### config.mk
export PLATFORM = sky130hd
export DESIGN_NAME = adv7513_cfg_seq
export DESIGN_NICKNAME = d
export VERILOG_FILES = /design/src/rtl/adv7513_cfg_seq.sv
export SDC_FILE = /design/constraint.sdc
export NUM_CORES = 1
export LEC_CHECK = 0
export BUFFER_PORTS_ARGS = -buffer_cell sky130_fd_sc_hd__buf_2
export CAP_MARGIN = 40
export CORE_MARGIN = 2
export CORE_UTILIZATION = 60
export DETAILED_ROUTE_END_ITERATION = 10
export HOLD_SLACK_MARGIN = 0.05
export PLACE_DENSITY = 0.78
export SETUP_SLACK_MARGIN = 0.3
export SYNTH_ARGS = -nofsm -noshare
export SYNTH_HDL_FRONTEND = slang
export SYNTH_SLANG_ARGS = --single-unit
### constraint.sdc
create_clock -name CLK_50MHZ -period 2.7 [get_ports CLK_50MHZ]
set_input_delay 0.27 -clock CLK_50MHZ [delete_from_list [all_inputs] [get_ports CLK_50MHZ]]
set_output_delay 0.27 -clock CLK_50MHZ [all_outputs]
set_load 0.01 [all_outputs]
### src/rtl/adv7513_cfg_seq.sv
// ADV7513 configuration sequencer: replays a fixed register table after power-up and
// on hot-plug, services the transmitter interrupt, and retries NACKed transactions.
module adv7513_cfg_seq #(
    parameter logic [6:0]  DEV_ADDR       = 7'h39,
    parameter int unsigned STARTUP_CYCLES = 10_000_000,
    parameter int unsigned MAX_RETRY      = 3,
    parameter int unsigned BACKOFF_CYCLES = 500_000
) (
    input  logic       CLK_50MHZ,
    input  logic       RESET_N,
    input  logic       HDMI_INT_N,
    output logic       I2C_REQ,
    output logic       I2C_RW,
    output logic [6:0] I2C_DEV,
    output logic [7:0] I2C_REG,
    output logic [7:0] I2C_WDATA,
    input  logic       I2C_ACK,
    input  logic       I2C_NACK,
    input  logic [7:0] I2C_RDATA,
    output logic       CFG_DONE,
    output logic       CFG_ERROR,
    output logic       HPD
);

    localparam logic [2:0] ST_STARTUP = 3'd0;
    localparam logic [2:0] ST_TABLE   = 3'd1;
    localparam logic [2:0] ST_ARMED   = 3'd2;
    localparam logic [2:0] ST_INT_RD  = 3'd3;
    localparam logic [2:0] ST_INT_CLR = 3'd4;
    localparam logic [2:0] ST_HPD_RD  = 3'd5;
    localparam logic [2:0] ST_BACKOFF = 3'd6;

    localparam int          TBL_LEN  = 12;
    localparam logic [3:0]  TBL_LAST = 4'd11;
    localparam logic [7:0]  REG_INT  = 8'h96;
    localparam logic [7:0]  REG_HPD  = 8'h42;

    // Entry i lives at bits [16*i +: 16] as {reg, data}; entry 0 is the least significant word.
    localparam logic [16*TBL_LEN-1:0] ROM_INIT = {
        16'h9480, 16'h1630, 16'h1500, 16'hF900,
        16'hE0D0, 16'hA3A4, 16'hA2A4, 16'h9D61,
        16'h9C30, 16'h9AE0, 16'h9803, 16'h4110
    };

    logic [7:0] tbl_addr [16];
    logic [7:0] tbl_data [16];

    genvar gi;
    generate
        for (gi = 0; gi < 16; gi++) begin : g_rom
            if (gi < TBL_LEN) begin : g_used
                assign tbl_addr[gi] = ROM_INIT[16*gi+8 +: 8];
                assign tbl_data[gi] = ROM_INIT[16*gi   +: 8];
            end else begin : g_pad
                assign tbl_addr[gi] = 8'h00;
                assign tbl_data[gi] = 8'h00;
            end
        end
    endgenerate

    logic [2:0]  state_reg,  state_next;
    logic [31:0] cnt_reg,    cnt_next;
    logic [3:0]  idx_reg,    idx_next;
    logic [31:0] retry_reg,  retry_next;
    logic [7:0]  stat_reg,   stat_next;
    logic        req_reg,    req_next;
    logic        rw_reg,     rw_next;
    logic [7:0]  addr_reg,   addr_next;
    logic [7:0]  wdata_reg,  wdata_next;
    logic        done_reg,   done_next;
    logic        err_reg,    err_next;
    logic        hpd_reg,    hpd_next;
    logic        int_meta_reg;
    logic        int_sync_reg;

    logic        xact_rw;
    logic [7:0]  xact_addr;
    logic [7:0]  xact_data;
    logic        ack_ok;
    logic        ack_bad;

    assign ack_ok  = req_reg & I2C_ACK & ~I2C_NACK;
    assign ack_bad = req_reg & I2C_ACK &  I2C_NACK;

    // Transaction the current state would issue; retries reuse it unchanged.
    always_comb begin
        xact_rw   = 1'b0;
        xact_addr = 8'h00;
        xact_data = 8'h00;
        case (state_reg)
            ST_TABLE: begin
                xact_addr = tbl_addr[idx_reg];
                xact_data = tbl_data[idx_reg];
            end
            ST_INT_RD: begin
                xact_rw   = 1'b1;
                xact_addr = REG_INT;
            end
            ST_INT_CLR: begin
                xact_addr = REG_INT;
                xact_data = stat_reg;
            end
            ST_HPD_RD: begin
                xact_rw   = 1'b1;
                xact_addr = REG_HPD;
            end
            default: ;
        endcase
    end

    always_comb begin
        state_next = state_reg;
        cnt_next   = cnt_reg;
        idx_next   = idx_reg;
        retry_next = retry_reg;
        stat_next  = stat_reg;
        req_next   = req_reg;
        rw_next    = rw_reg;
        addr_next  = addr_reg;
        wdata_next = wdata_reg;
        done_next  = done_reg;
        err_next   = err_reg;
        hpd_next   = hpd_reg;

        case (state_reg)
            ST_STARTUP: begin
                if (cnt_reg == STARTUP_CYCLES - 1) begin
                    cnt_next   = 32'd0;
                    idx_next   = 4'd0;
                    state_next = ST_TABLE;
                end else begin
                    cnt_next = cnt_reg + 32'd1;
                end
            end

            ST_BACKOFF: begin
                if (cnt_reg == BACKOFF_CYCLES - 1) begin
                    cnt_next   = 32'd0;
                    idx_next   = 4'd0;
                    state_next = ST_TABLE;
                end else begin
                    cnt_next = cnt_reg + 32'd1;
                end
            end

            ST_ARMED: begin
                if (!int_sync_reg) begin
                    state_next = ST_INT_RD;
                end
            end

            default: begin
                // Issuing only while REQ is low guarantees a REQ-low cycle between transactions.
                if (!req_reg) begin
                    req_next   = 1'b1;
                    rw_next    = xact_rw;
                    addr_next  = xact_addr;
                    wdata_next = xact_data;
                end else if (ack_bad) begin
                    req_next = 1'b0;
                    if (retry_reg == MAX_RETRY) begin
                        err_next   = 1'b1;
                        done_next  = 1'b0;
                        retry_next = 32'd0;
                        cnt_next   = 32'd0;
                        state_next = ST_BACKOFF;
                    end else begin
                        retry_next = retry_reg + 32'd1;
                    end
                end else if (ack_ok) begin
                    req_next   = 1'b0;
                    retry_next = 32'd0;
                    case (state_reg)
                        ST_TABLE: begin
                            if (idx_reg == TBL_LAST) begin
                                done_next  = 1'b1;
                                err_next   = 1'b0;
                                state_next = ST_ARMED;
                            end else begin
                                idx_next = idx_reg + 4'd1;
                            end
                        end
                        ST_INT_RD: begin
                            stat_next  = I2C_RDATA;
                            state_next = ST_INT_CLR;
                        end
                        ST_INT_CLR: begin
                            state_next = ST_HPD_RD;
                        end
                        ST_HPD_RD: begin
                            hpd_next = I2C_RDATA[6];
                            if (I2C_RDATA[6] && stat_reg[7]) begin
                                // Transmitter lost its settings on the unplug; replay the table.
                                done_next  = 1'b0;
                                idx_next   = 4'd0;
                                state_next = ST_TABLE;
                            end else if (!I2C_RDATA[6]) begin
                                done_next  = 1'b0;
                                state_next = ST_ARMED;
                            end else begin
                                state_next = ST_ARMED;
                            end
                        end
                        default: ;
                    endcase
                end
            end
        endcase
    end

    always_ff @(posedge CLK_50MHZ or negedge RESET_N) begin
        if (!RESET_N) begin
            int_meta_reg <= 1'b1;
            int_sync_reg <= 1'b1;
        end else begin
            int_meta_reg <= HDMI_INT_N;
            int_sync_reg <= int_meta_reg;
        end
    end

    always_ff @(posedge CLK_50MHZ or negedge RESET_N) begin
        if (!RESET_N) begin
            state_reg <= ST_STARTUP;
            cnt_reg   <= 32'd0;
            idx_reg   <= 4'd0;
            retry_reg <= 32'd0;
            stat_reg  <= 8'h00;
            req_reg   <= 1'b0;
            rw_reg    <= 1'b0;
            addr_reg  <= 8'h00;
            wdata_reg <= 8'h00;
            done_reg  <= 1'b0;
            err_reg   <= 1'b0;
            hpd_reg   <= 1'b0;
        end else begin
            state_reg <= state_next;
            cnt_reg   <= cnt_next;
            idx_reg   <= idx_next;
            retry_reg <= retry_next;
            stat_reg  <= stat_next;
            req_reg   <= req_next;
            rw_reg    <= rw_next;
            addr_reg  <= addr_next;
            wdata_reg <= wdata_next;
            done_reg  <= done_next;
            err_reg   <= err_next;
            hpd_reg   <= hpd_next;
        end
    end

    assign I2C_REQ   = req_reg;
    assign I2C_RW    = rw_reg;
    assign I2C_DEV   = DEV_ADDR;
    assign I2C_REG   = addr_reg;
    assign I2C_WDATA = wdata_reg;
    assign CFG_DONE  = done_reg;
    assign CFG_ERROR = err_reg;
    assign HPD       = hpd_reg;

endmodule
==> out/qor.csv <==
metric,value,unit
main combinational cell family by area after synthesis,simple AND/OR/NAND/NOR gates,
Synth cell types,67,
post-synthesis mux area share,3.07,%
Sequential cell area,2560,sq um
"critical path, cell by cell","nand4_1, or4_4, nor4b_4, nand2_1, or4_1, o21ai_0",
drt first-iter violations,391,
post-placement cell area,6240,sq um
Slew headroom,55.9,%
area growth from synthesis to layout,10.0,%
hold path cells,2,
Sw Ratio,21.7,%
"top cells by area, synth","dfrtp_1 (42%), o21ai_0 (5.1%), nand2_1 (4.4%)",
Post-Synthesis Cells,678,
Final setup viols,0,
"Seq/Total Area, Yosys",43.2,%
Slew Limit Fails,0,
worst-margin pin slew,0.658,ns
"delay-heaviest family, CP",simple AND/OR/NAND/NOR gates,
clock root buffer,clkbuf_8,
worst-skew pair later-pin latency,0.39,ns
vias in the first global route,4909,
YS warnings,0,
dpl hpwl,10400,microns
initial antenna violation count,0,
Comb pwr share,2.0,%
CTS Buf Count,9,
leak pwr,2.80,nW
Worst EP arrival,2.53,ns
Post-synth EDFFs,0,
final wirelength,14300,microns
crit path buf inv count,0,
type of the most critical hold path,in2reg,
final instance area,6500,sq um
WP data required,3.02,ns
Max VDD drop,422,uV
die area,10700,sq um
CTS Sinks,102,
Placement Rows,36,
# fillers,798,
max_cap viols,0,
Psw,0.559,mW
reg2reg end,cnt_reg[27]$_DFFE_PN0P_,
f_max,451,MHz
synthesized flop and latch total,102,
Compound-Gate Fraction of Synth Area,17.9,%
multi-input logic area,3130,sq um
grt total ovfl,0,
R2R cell count,6,
"commonest non-fill, non-tap cell in the layout",dfrtp_1,
H-Tree Depth,3,
GPL Wtd Cong,0.908,
WL/cell,16.8,microns
CTS tree,done,
Hold Path End,stat_reg[4]$_DFFE_PN0P_,
setup repair after global routing missed its margin,true,
PortBufs,33,
clock network power share,38.7,%
All-Layer GR Usage,28.8,%
Critical R2R Launch,cnt_reg[12]$_DFFE_PN0P_,
nets,731,
Seq pwr share,59.3,%
"Primary FF master, synth",dfrtp_1,
ANT cells,0,
crit path capture type,flop,
most frequent cells in the layout,"dfrtp_1 (99), nand2_1 (70), nor2_1 (65)",
Final Hold Vio Count,0,
Synth Area in XOR/XNOR,4.15,%
Int Pwr,2.02,mW
"slowest stage delay, CP",0.54,ns
kind of start point of the critical path,flop,
CP Max Fanout,7,
top-area cell type share of the netlist area,42.4,%
largest area contributor in the netlist,dfrtp_1,
"Slowest-stage cell, CP",or4_4,
worst setup path class,reg2reg,
status,"finished, final reports clean",
Die H,103,microns
TNS Setup,0,ns
PwrDens,397,nW/um^2
period utilization,82.1,%
first-pass GRT wire length,23900,microns
Final Skew,0.0144,ns
clk slew on worst S/H paths,0.10,ns
DR vias/cell,6.12,
Synth Area in Adders,1.48,%
Die W,103,microns
largest net degree at the start of global routing,43,
Placeable Area,9680,sq um
detailed-route via count,5197,
Post-synth ARST share,100,%
CTS max path bufs,2,
# IOs,41,
ratio of cells with drive above 1 in the final layout,14.7,%
Synth Cell Area,5910,sq um
"antenna viol nets, final",0,
Hold Path Origin,I2C_RDATA[4],
Syn Area/Cell,8.71,sq um
register-to-register setup slack,0.48,ns
Tmin final,2.22,ns
Post-CTS Setup Bufs,0,
simple-gate share of the synthesized area,25.2,%
initial core utilization,61.0,%
router iterations before antenna repair,4,
# DRC,0,
## cells in the mapped netlist, types with 3 or more instances
cell type / n
dfrtp_1: 100
nand2_1: 70
nor2_1: 65
o21ai_0: 60
a21oi_1: 36
nand3_1: 35
clkbuf_1: 25
nand4_1: 21
inv_1: 19
nor3_1: 17
xnor2_1: 16
o31ai_1: 15
a31oi_1: 13
xor2_1: 12
nor4_1: 11
and3_1: 10
mux2_2: 9
or3_1: 9
buf_4: 8
mux2i_1: 8
nand2b_1: 8
ha_1: 7
nor2b_1: 7
or2_2: 7
and2_1: 6
a21o_1: 5
a22o_1: 5
and4_1: 5
a22oi_1: 4
nor4b_1: 4
o22a_1: 4
buf_2: 3
o21ai_1: 3
o221ai_1: 3
o22ai_1: 3
or4_1: 3
## stage by stage
stage	util [%]	setup WS (ns)	hold slack, ns	cells	total power, mW
after floorplan	-	0.727	-0.0256	683	1.57
final	67.1	0.484	0.107	849	2.58
after global placement	64.4	0.483	0.236	831	1.61
after global routing	67.1	0.296	0.0946	849	2.68
after detailed placement	64.4	0.290	0.246	831	1.61
after CTS	66.8	0.351	0.0906	849	2.61
## what timing repair did
action                                  in CTS  in global routing
resized for setup                            1                  8
endpoints found under the setup margin       7                 28
pin swaps                                    0                  2
cloned                                       0                  0
endpoints found under the hold margin       32                  0
hold buffers                                 2                  0
## layout make-up
type	count	area share [%]
Clock inverter	3	0.654
Timing Repair Buffer	58	5.74
Clock buffer	13	2.44
Multi-Input combinational cell	520	48.1
Inverter	20	1.15
Tap cell	133	2.56
Sequential cell	102	39.3
## cells by family (layout without fill, tap and decap cells)
logic type | Yosys count | after routing
flip-flops | 102 | 102
other | 2 | 7
adder cells (fa/ha/maj) | 7 | 7
buffers and inverters | 61 | 94
multiplexers | 17 | 17
AO/OA/AOI/OAI | 171 | 171
AND/OR/NAND/NOR | 290 | 290
XOR/XNOR | 28 | 28
## routing by layer
layer	share of wire (%)	up-vias	GRT usage, %	wire length [microns]
met5	0	-	0	0
met4	1.4	0	10.0	206
met3	5.6	20	6.25	792
met2	48	174	45.6	6810
met1	45	2504	39.5	6450
li1	-	2499	-	-
## worst max-delay path by stage
stage	from	to	slack [ns]	depth (start not counted)
after floorplan	cnt_reg[0]$_DFFE_PN0P_	idx_reg[1]$_DFFE_PN0P_	0.73	8
after global placement	retry_reg[0]$_DFFE_PN0P_	cnt_reg[31]$_DFFE_PN0P_	0.48	8
after detailed placement	retry_reg[0]$_DFFE_PN0P_	cnt_reg[31]$_DFFE_PN0P_	0.29	8
after CTS	retry_reg[0]$_DFFE_PN0P_	cnt_reg[30]$_DFFE_PN0P_	0.35	8
after global routing	retry_reg[0]$_DFFE_PN0P_	cnt_reg[29]$_DFFE_PN0P_	0.30	8
final	cnt_reg[12]$_DFFE_PN0P_	cnt_reg[27]$_DFFE_PN0P_	0.48	6
## power by group through the flow
stage          combinational [mW]  clock, mW  sequential, mW
2_1_floorplan              0.0120          0            1.56
3_3_place_gp               0.0507          0            1.56
3_5_place_dp               0.0519          0            1.56
4_1_cts                    0.0548       1.02            1.53
5_1_grt                    0.0611       1.09            1.53
6_report                   0.0521      0.997            1.53
(Power assumes the default switching activity.)
